### src/rtl/singlecycle_pkg.sv
// Shared types for the execute-to-writeback path.
// Latency: n/a (types and constants only).
// Backpressure: n/a.
package singlecycle_pkg;

    localparam int WB_DEPTH  = 2;
    localparam int WB_DATA_W = 32;
    localparam int WB_ADDR_W = 5;
    localparam int WB_PC_W   = 32;

    // Occupancy of the writeback buffer; doubles as the control FSM state.
    typedef enum logic [1:0] {
        WB_EMPTY,
        WB_ONE,
        WB_FULL
    } wb_state_e;

    typedef struct packed {
        logic [WB_DATA_W-1:0] alu_res;
        logic                 overflow;
        logic                 ovf_trap_en;
        logic                 rd_wren;
        logic [WB_ADDR_W-1:0] rd_addr;
        logic [WB_PC_W-1:0]   pc;
    } ex_wb_entry_t;

endpackage

### src/rtl/wb_skid_fifo.sv
// Two-entry storage FIFO of ex_wb_entry_t; occupancy is tracked by the owner.
// Latency: a push is visible at the head on the following cycle.
// Backpressure: none internally; the owner never pushes when full or pops when empty.
// Ports: i_clk/i_rst_n; i_push + i_push_dat write the tail; i_pop advances the head;
//        i_clear empties the FIFO (overrides push/pop); o_head_dat is the oldest entry.
module wb_skid_fifo
    import singlecycle_pkg::*;
(
    input  logic         i_clk,
    input  logic         i_rst_n,
    input  logic         i_push,
    input  logic         i_pop,
    input  logic         i_clear,
    input  ex_wb_entry_t i_push_dat,
    output ex_wb_entry_t o_head_dat
);

    localparam int PTR_W = $clog2(WB_DEPTH);

    logic [PTR_W-1:0] wr_ptr_q, wr_ptr_d;
    logic [PTR_W-1:0] rd_ptr_q, rd_ptr_d;
    ex_wb_entry_t     mem_q [WB_DEPTH];
    ex_wb_entry_t     mem_d [WB_DEPTH];

    always_comb begin
        wr_ptr_d = wr_ptr_q;
        rd_ptr_d = rd_ptr_q;
        mem_d    = mem_q;
        if (i_push) begin
            mem_d[wr_ptr_q] = i_push_dat;
            wr_ptr_d        = wr_ptr_q + 1'b1;
        end
        if (i_pop) begin
            rd_ptr_d = rd_ptr_q + 1'b1;
        end
        // Stale data left in mem is harmless: the owner reads the head only when non-empty.
        if (i_clear) begin
            wr_ptr_d = '0;
            rd_ptr_d = '0;
        end
    end

    always_ff @(posedge i_clk or negedge i_rst_n) begin
        if (!i_rst_n) begin
            wr_ptr_q <= '0;
            rd_ptr_q <= '0;
            for (int i = 0; i < WB_DEPTH; i++) begin
                mem_q[i] <= '0;
            end
        end else begin
            wr_ptr_q <= wr_ptr_d;
            rd_ptr_q <= rd_ptr_d;
            mem_q    <= mem_d;
        end
    end

    assign o_head_dat = mem_q[rd_ptr_q];

endmodule

### src/rtl/ex_wb_buffer.sv
// Execute-to-writeback buffer: retires ALU results in order to the register-file port,
// raises precise overflow traps, keeps a sticky overflow flag and a saturating count.
// Latency: pushed in cycle N, retires in N+1 at the earliest; o_ex_ready drops only when FULL.
// Ports: i_ex_valid/o_ex_ready + ALU fields in; i_wb_stall, i_flush, i_clr_sticky control;
//        o_rd_* register write, o_trap/o_trap_pc trap pulse, o_ovf_sticky/o_ovf_count status.
module ex_wb_buffer
    import singlecycle_pkg::*;
#(
    parameter int DATA_W = WB_DATA_W,
    parameter int ADDR_W = WB_ADDR_W,
    parameter int PC_W   = WB_PC_W,
    parameter int CNT_W  = 16
) (
    input  logic              i_clk,
    input  logic              i_rst_n,
    input  logic              i_ex_valid,
    output logic              o_ex_ready,
    input  logic [DATA_W-1:0] i_alu_res,
    input  logic              i_overflow,
    input  logic              i_ovf_trap_en,
    input  logic              i_rd_wren,
    input  logic [ADDR_W-1:0] i_rd_addr,
    input  logic [PC_W-1:0]   i_pc,
    input  logic              i_wb_stall,
    input  logic              i_flush,
    input  logic              i_clr_sticky,
    output logic              o_rd_wren,
    output logic [ADDR_W-1:0] o_rd_addr,
    output logic [DATA_W-1:0] o_rd_data,
    output logic              o_trap,
    output logic [PC_W-1:0]   o_trap_pc,
    output logic              o_ovf_sticky,
    output logic [CNT_W-1:0]  o_ovf_count
);

    wb_state_e        state_q, state_d;
    logic             sticky_q, sticky_d;
    logic [CNT_W-1:0] ovf_cnt_q, ovf_cnt_d;

    ex_wb_entry_t push_dat;
    ex_wb_entry_t head_dat;
    logic         push_vld;
    logic         push_eff;
    logic         retire;
    logic         trap_cond;
    logic         clear;
    logic         ovf_retire;

    // Ready is a pure function of state; gating with reset keeps it low while reset is held.
    assign o_ex_ready = i_rst_n && (state_q != WB_FULL);
    assign push_vld   = i_ex_valid && o_ex_ready;

    always_comb begin
        push_dat             = '0;
        push_dat.alu_res     = i_alu_res;
        push_dat.overflow    = i_overflow;
        push_dat.ovf_trap_en = i_ovf_trap_en;
        push_dat.rd_wren     = i_rd_wren;
        push_dat.rd_addr     = i_rd_addr;
        push_dat.pc          = i_pc;
    end

    assign retire     = (state_q != WB_EMPTY) && !i_wb_stall;
    assign ovf_retire = retire && head_dat.overflow;
    assign trap_cond  = ovf_retire && head_dat.ovf_trap_en;
    // A trap squashes everything younger than the trapping instruction, same as a flush.
    assign clear      = i_flush || trap_cond;
    assign push_eff   = push_vld && !clear;

    always_comb begin
        state_d = state_q;
        if (clear) begin
            state_d = WB_EMPTY;
        end else begin
            case (state_q)
                WB_EMPTY: if (push_eff) state_d = WB_ONE;
                WB_ONE: begin
                    if (push_eff && !retire)      state_d = WB_FULL;
                    else if (!push_eff && retire) state_d = WB_EMPTY;
                end
                WB_FULL:  if (retire) state_d = WB_ONE;
                default:  state_d = WB_EMPTY;
            endcase
        end
    end

    always_comb begin
        sticky_d  = sticky_q;
        ovf_cnt_d = ovf_cnt_q;
        // Set has priority over clear so a same-cycle overflow is never lost.
        if (ovf_retire)        sticky_d = 1'b1;
        else if (i_clr_sticky) sticky_d = 1'b0;
        if (ovf_retire && (ovf_cnt_q != {CNT_W{1'b1}})) begin
            ovf_cnt_d = ovf_cnt_q + 1'b1;
        end
    end

    always_ff @(posedge i_clk or negedge i_rst_n) begin
        if (!i_rst_n) begin
            state_q   <= WB_EMPTY;
            sticky_q  <= 1'b0;
            ovf_cnt_q <= '0;
        end else begin
            state_q   <= state_d;
            sticky_q  <= sticky_d;
            ovf_cnt_q <= ovf_cnt_d;
        end
    end

    wb_skid_fifo u_fifo (
        .i_clk      (i_clk),
        .i_rst_n    (i_rst_n),
        .i_push     (push_eff),
        .i_pop      (retire),
        .i_clear    (clear),
        .i_push_dat (push_dat),
        .o_head_dat (head_dat)
    );

    always_comb begin
        o_rd_wren = retire && head_dat.rd_wren && (head_dat.rd_addr != '0) && !trap_cond;
        o_rd_addr = o_rd_wren ? head_dat.rd_addr : '0;
        o_rd_data = o_rd_wren ? head_dat.alu_res : '0;
        o_trap    = trap_cond;
        o_trap_pc = trap_cond ? head_dat.pc : '0;
    end

    assign o_ovf_sticky = sticky_q;
    assign o_ovf_count  = ovf_cnt_q;

endmodule

### config.mk
export PLATFORM = sky130hd
export DESIGN_NAME = ex_wb_buffer
export DESIGN_NICKNAME = d
export VERILOG_FILES = /design/src/rtl/singlecycle_pkg.sv /design/src/rtl/wb_skid_fifo.sv /design/src/rtl/ex_wb_buffer.sv
export SDC_FILE = /design/constraint.sdc
export NUM_CORES = 1
export LEC_CHECK = 0
export CORE_MARGIN = 1.5
export CORE_UTILIZATION = 28
export DETAILED_ROUTE_END_ITERATION = 12
export GPL_ROUTABILITY_DRIVEN = 0
export SYNTH_ARGS = -nofsm -noshare
export SYNTH_HDL_FRONTEND = slang
export SYNTH_SLANG_ARGS = --single-unit
export TNS_END_PERCENT = 30
### constraint.sdc
create_clock -name i_clk -period 2.5 [get_ports i_clk]
set_input_delay 0.5 -clock i_clk [delete_from_list [all_inputs] [get_ports i_clk]]
set_output_delay 0.5 -clock i_clk [all_outputs]
set_load 0.1 [all_outputs]
# Word-level counts from Yosys, hierarchy flattened
# Cells that the tools add are included.
dict set report word_totals {
  regBits 165
  in_bits 78
  output_inout_bits 89
  word_cells 79
}
dict set report op_classes {
  bitwise_logic 2
  addsub 3
  reduce_logical 26
  order_cmp 3
  muxes 21
  eq_ne 7
}
# operator count
set op_table {}
lappend op_table {{2-to-1 mux 72 bit} 4}
lappend op_table {{bitwise mux 144 bit} 1}
lappend op_table {{demux 72 bit (select 1 bit)} 1}
lappend op_table {{2-to-1 mux 32 bit} 2}
lappend op_table {{adder 16 x 1 -> 16 bit (second input constant)} 1}
lappend op_table {{inequality test 16 bit (second input constant)} 1}
lappend op_table {{logical AND 1 bit} 13}
lappend op_table {{2-to-1 mux 2 bit} 5}
lappend op_table {{nonzero test 2 bit} 4}
lappend op_table {{2-to-1 mux 1 bit} 6}
lappend op_table {{inequality test 3 bit (second input constant)} 2}
lappend op_table {{one-hot mux 2 bit (3 select lines)} 1}
lappend op_table {{logical NOT 1 bit} 5}
lappend op_table {{2-to-1 mux 5 bit} 1}
lappend op_table {{nonzero test 5 bit} 1}
lappend op_table {{>= comparator 2 bit (second input constant)} 2}
lappend op_table {{inequality test 4 bit (second input constant)} 1}
lappend op_table {{inverter 1 -> 2 bit} 2}
lappend op_table {{AND reduction 3 bit} 1}
lappend op_table {{adder 1 bit (second input constant)} 2}
lappend op_table {{== test 2 x 1 -> 1 bit (second input constant)} 1}
lappend op_table {{== test 2 bit (second input constant)} 1}
lappend op_table {{logical NOT 2 bit} 1}
lappend op_table {{less-than comparator 2 x 1 -> 1 bit (second input constant)} 1}
lappend op_table {{other kinds (2)} 2}

# Depth between registers and ports, before layout
dict set report logic_depth {
  depth_word 15
  ltp_mapped 9
  depth_no_buf 8
}

# By module
# Synthesis repeated with hierarchy kept, for this count alone.
dict set report hier_totals {
  cells_unflattened 565
  hier_area_um2 8250.4
}
# module seq_area_each_um2 area_per_inst_um2 cells_per_inst instances
set by_module_without_submodules {}
lappend by_module_without_submodules {wb_skid_fifo 3653.5 6721.4 391 1}
lappend by_module_without_submodules {ex_wb_buffer 475.5 1529.0 174 1}

# Worst setup path after synthesis
# Ideal clock, no wire load.
dict set report synth_path {
  path_kind {flip-flop to output port}
  startpoint {reg u_fifo.rd_ptr_q}
  endpoint {out o_rd_addr[1]}
  arrival_time_ns 4.107
  n_path_buf 2
  required_time_ns 2.000
  setup_slack_ns -2.107
  stages_incl_launch_ff 5
  path_cell_list {dfrtp_1 clkbuf_1 clkbuf_1 mux2i_1 nor4_1}
}
dict set report synth_via {
  elab_chain_len 9
  elab_cells_between_ends 12
  cone_classes {4 x mux; 1 x bitwise; 7 x reduce/logical}
}
# element line_no
set synth_lines {}
lappend synth_lines {{start, declared} wb_skid_fifo.sv:21} ;# logic [PTR_W-1:0] rd_ptr_q, rd_ptr_d;
lappend synth_lines {{start signal, assigned} wb_skid_fifo.sv:52} ;# rd_ptr_q <= rd_ptr_d;
lappend synth_lines {{inverter 1 -> 2 bit (not written as such) *} wb_skid_fifo.sv:57} ;# assign o_head_dat = mem_q[rd_ptr_q];
lappend synth_lines {{2-to-1 mux 72 bit (not written as such) * (3 in a row)} wb_skid_fifo.sv:57}
lappend synth_lines {{parallel branches: the longest is 4 deep, another holds nonzero test 5 bit} n/a}
lappend synth_lines {{2-to-1 mux 5 bit *} ex_wb_buffer.sv:122} ;# o_rd_addr = o_rd_wren ? head_dat.rd_addr : '0;
lappend synth_lines {{end, declared} ex_wb_buffer.sv:28} ;# output logic [ADDR_W-1:0] o_rd_addr,
# Every way passes the cells marked *. The select of a mux whose other input is x is not followed.

# Worst setup path in the final report
dict set report layout_path {
  startpoint {reg u_fifo.rd_ptr_q}
  endpoint {out o_trap_pc[31]}
}
dict set report layout_via {
  elab_chain_len 7
}
# element line_no
set layout_lines {}
lappend layout_lines {{inverter 1 -> 2 bit (not written as such) *} wb_skid_fifo.sv:57}
lappend layout_lines {{2-to-1 mux 72 bit (not written as such) * (3 in a row)} wb_skid_fifo.sv:57}
lappend layout_lines {{logical AND 1 bit} ex_wb_buffer.sv:64} ;# assign ovf_retire = retire && head_dat.overflow;
lappend layout_lines {{logical AND 1 bit} ex_wb_buffer.sv:65} ;# assign trap_cond = ovf_retire && head_dat.ovf_trap_en;
lappend layout_lines {{2-to-1 mux 32 bit *} ex_wb_buffer.sv:125} ;# o_trap_pc = trap_cond ? head_dat.pc : '0;
lappend layout_lines {{end, declared} ex_wb_buffer.sv:31} ;# output logic [PC_W-1:0] o_trap_pc,
# Every way passes the cells marked *; elsewhere a longest branch is shown, timed or not. The select of a mux whose other input is x is not followed.

==> impl_metrics.json <==
{
  "avgSynthCellArea_um2": 13.7,
  "hold_ws_ns": 0.168,
  "synth.distinct_cells": 38,
  "crit_type": "register to primary output",
  "p_sw_mw": 2.64,
  "synth_seq_cells": 165,
  "grt_max_degree": 126,
  "skew_ns": 0.0104,
  "firstDrtPassIters": 4,
  "slowest_stage": "dfrtp_4",
  "routed_wl_um": 18700,
  "io_buffers": 166,
  "root_buffer": "clkbuf_16",
  "fin_cells": 1111,
  "post-route-period-util_pct": 111,
  "power_mw": 8.60,
  "synthTopCellsByArea": "dfrtp_1 (53%), mux2_4 (14%), mux2_2 (11%)",
  "syn2layout_area_growth_pct": 54.2,
  "min_path_type": "primary input to async pin",
  "cp_top_family": "simple AND/OR/NAND/NOR gates",
  "grt_pass1_vias": 5301,
  "irDropWorstVdd_v": 0.000294,
  "setup_violations": 70,
  "vias": 5005,
  "worstPathCellList": "mux2i_1, or3_4, buf_4, buf_12, nor2_2, buf_12",
  "netlist_area_mm2": 0.00775,
  "hold_violations": 0,
  "synth_top_area_share_pct": 53.3,
  "final_antenna_net_count": 0,
  "clk_path_buf_depth": 2,
  "fmax_ghz": 0.360,
  "slowest_delay_ns": 0.51,
  "p_leak_nw": 5.03,
  "yosys.area.top_type": "dfrtp_1",
  "nFillCells": 2423,
  "dp_hpwl_um": 12800,
  "antenna_found_initial": 1,
  "powerDensity_mw_per_mm2": 720,
  "diodes": 0,
  "dieHeight_um": 169,
  "grt_util_met3_pct": 4.10,
  "drc_errors": 0,
  "p_int_mw": 5.96,
  "pwr-share-clk_pct": 31.6,
  "ys_seq_area_share_pct": 53.3,
  "crit_buf_inv": 3,
  "cts_buffers": 17,
  "met1_usage_pct": 18.9,
  "critPathRequiredTime_ns": 2.00,
  "ios": 167,
  "busiest_layer": "met2",
  "reg2reg_slack_ns": 0.24,
  "slew_headroom_pct": 50.2,
  "maxCapViolations": 0,
  "violations": "setup timing",
  "cp_max_fo": 32,
  "grt_setup_unrepaired": "true",
  "dp.cells": 1076,
  "yosysWarningCount": 0,
  "grt_pass1_wl_um": 30400,
  "overflow": 0,
  "std_cell_rows": 60,
  "htree_levels": 4,
  "end_kind": "primary output",
  "dieArea_mm2": 0.0287,
  "period_needed_ns": 2.78,
  "clk_pin_slew_ns": 0.07,
  "worstSetupStartpointType": "register",
  "syn_inst": 564,
  "final_net_count": 837,
  "cp.arrival_ns": 2.28,
  "fp.dieW_um": 169,
  "grtUsageTotal_pct": 13.7,
  "start_util_pct": 28.7,
  "design.core.area_mm2": 0.0270,
  "drt-initial-drc-count": 218,
  "switching_share_pct": 30.7,
  "worst_slack_ns": -0.279,
  "status": "finished, violations left",
  "cts_sinks": 165,
  "synth_nets": 644,
  "clock_latency_ns": 0.42,
  "drive_above_1_share_pct": 50.4,
  "worst_pin_slew_ns": 0.748,
  "routed_via_density": 4.50,
  "use_met2_pct": 20.9,
  "wl_per_cell_um": 16.8,
  "finalMaxSlewViolations": 0,
  "power_frac_seq_pct": 42.8,
  "cts_tree": "built",
  "crit_top_cell": "buf_12",
  "p_comb_share_pct": 25.5
}
repair_timing:
action | CTS | global route
resized for setup | 2 | 10
setup endpoints to repair | 71 | 71
endpoints found under the hold margin | 0 | 0
setup buffers | 1 | 2
pin swaps | 0 | 3
hold buffers | 0 | 0
area by class of cell:
| type | instances | area, um^2 | share of cell area (%) |
|---|---|---|---|
| timing repair buffer | 206 | 2820 | 23.6 |
| multi-input combinational | 362 | 3950 | 33.0 |
| clock buffer | 18 | 439 | 3.67 |
| clock inverter | 14 | 165 | 1.38 |
| inverter | 5 | 25.0 | 0.209 |
| sequential | 165 | 4130 | 34.6 |
| tap | 341 | 427 | 3.57 |
worst register-to-register path, delay by kind of cell (launching register included):
kind,cells,cell delay [ns]
buf+inv,2,0.29
flops,1,0.51
mux,2,0.60
simple gates,2,0.75
layout by cell type (no fill, tap or decap), types with 3 or more instances in the layout:
cell | Yosys | layout
nor2_4 | 0 | 65
nor2_2 | 0 | 3
buf_4 | 2 | 41
mux2_4 | 70 | 70
nor2_1 | 72 | 4
mux2_2 | 76 | 76
inv_6 | 0 | 3
nand2_1 | 3 | 3
clkdlybuf4s50_1 | 0 | 75
xnor2_1 | 4 | 4
clkbuf_16 | 0 | 17
nand4_1 | 7 | 7
inv_8 | 0 | 3
buf_12 | 0 | 85
nor3_1 | 11 | 11
inv_1 | 4 | 3
dfrtp_1 | 165 | 164
nor4_1 | 4 | 3
clkinvlp_4 | 0 | 4
buf_6 | 7 | 4
mux2i_1 | 72 | 70
xor2_1 | 11 | 11
nand3_1 | 5 | 5
sequential cells by signal, indices dropped and copies added (netlist names):
register and flops:
o_ovf_count 16, o_ovf_sticky 1, state_q 2, u_fifo.mem_q 144, u_fifo.rd_ptr_q 1, u_fifo.wr_ptr_q 1
synth_stat cells (all sizes together):
| cell | count |
|---|---|
| o21ai | 2 |
| nand2 | 3 |
| nor4b | 2 |
| or3 | 2 |
| nand3b | 2 |
| nor3b | 2 |
| nand3 | 5 |
| mux2i | 72 |
| xnor2 | 4 |
| a2bb2oi | 1 |
| buf | 20 |
| and3b | 1 |
| clkbuf | 12 |
| xor2 | 11 |
| mux2 | 146 |
| nand4 | 7 |
| and2 | 1 |
| nor4 | 5 |
| nand2b | 1 |
| dfrtp | 165 |
| a21oi | 1 |
| nor3 | 11 |
| or2 | 1 |
| o22a | 2 |
| ha | 2 |
| and3 | 1 |
| o21bai | 1 |
| nor2 | 72 |
| inv | 5 |
| or4 | 2 |
| nand4b | 1 |
| and4 | 1 |
power groups by stage:
stage               sequential [mW]  clock (mW)  combinational (mW)
finish                         3.69        2.72                2.20
global route                   3.77        2.95                2.35
CTS                            3.68        2.84                2.22
detailed placement             3.72           0                2.21
global placement               3.70           0                2.18
floorplan                      3.79           0                1.46
stage by stage:
| stage | area [um^2] | worst slack, ns | TNS [ns] | util, % |
|---|---|---|---|---|
| floorplan | 8270 | -0.250 | -10.13 | - |
| detailed placement | 11300 | -0.290 | -27.23 | 41.7 |
| CTS | 11900 | -0.341 | -16.49 | 44.0 |
| finish | 12000 | -0.279 | -15.08 | 44.2 |
| global placement | 11300 | -0.262 | -19.83 | 41.7 |
| global route | 12000 | -0.367 | -22.23 | 44.2 |
logic make-up (layout without fill, tap and decap cells):
| family | count (synthesis) | in the layout | synth area share (%) |
|---|---|---|---|
| simple gates | 120 | 120 | 7.34 |
| compound gates | 7 | 7 | 0.775 |
| flops | 165 | 165 | 53.3 |
| xor+xnor | 15 | 15 | 1.69 |
| buf+inv | 37 | 243 | 2.70 |
| mux | 218 | 218 | 33.9 |
| fa+ha+maj | 2 | 2 | 0.323 |
layer usage:
metal,wire length [um],vias to the layer above
met4,149,2
met3,952,10
met1,8750,2516
met2,8790,104
met5,13,-
li1,-,2373
worst paths after layout:
path | depth (start not counted) | from | end
min reg2reg | 1 | u_fifo.mem_q[22] | u_fifo.mem_q[22]
min in group i_clk | 1 | u_fifo.mem_q[22] | u_fifo.mem_q[22]
max | 6 | u_fifo.rd_ptr_q | o_trap_pc[31]
max reg2reg | 6 | u_fifo.rd_ptr_q | u_fifo.mem_q[88]
min | 2 | i_rst_n | u_fifo.mem_q[39]
max in group asynchronous | 2 | i_rst_n | u_fifo.mem_q[13]
Note: power is estimated with default switching activity, not from simulation.
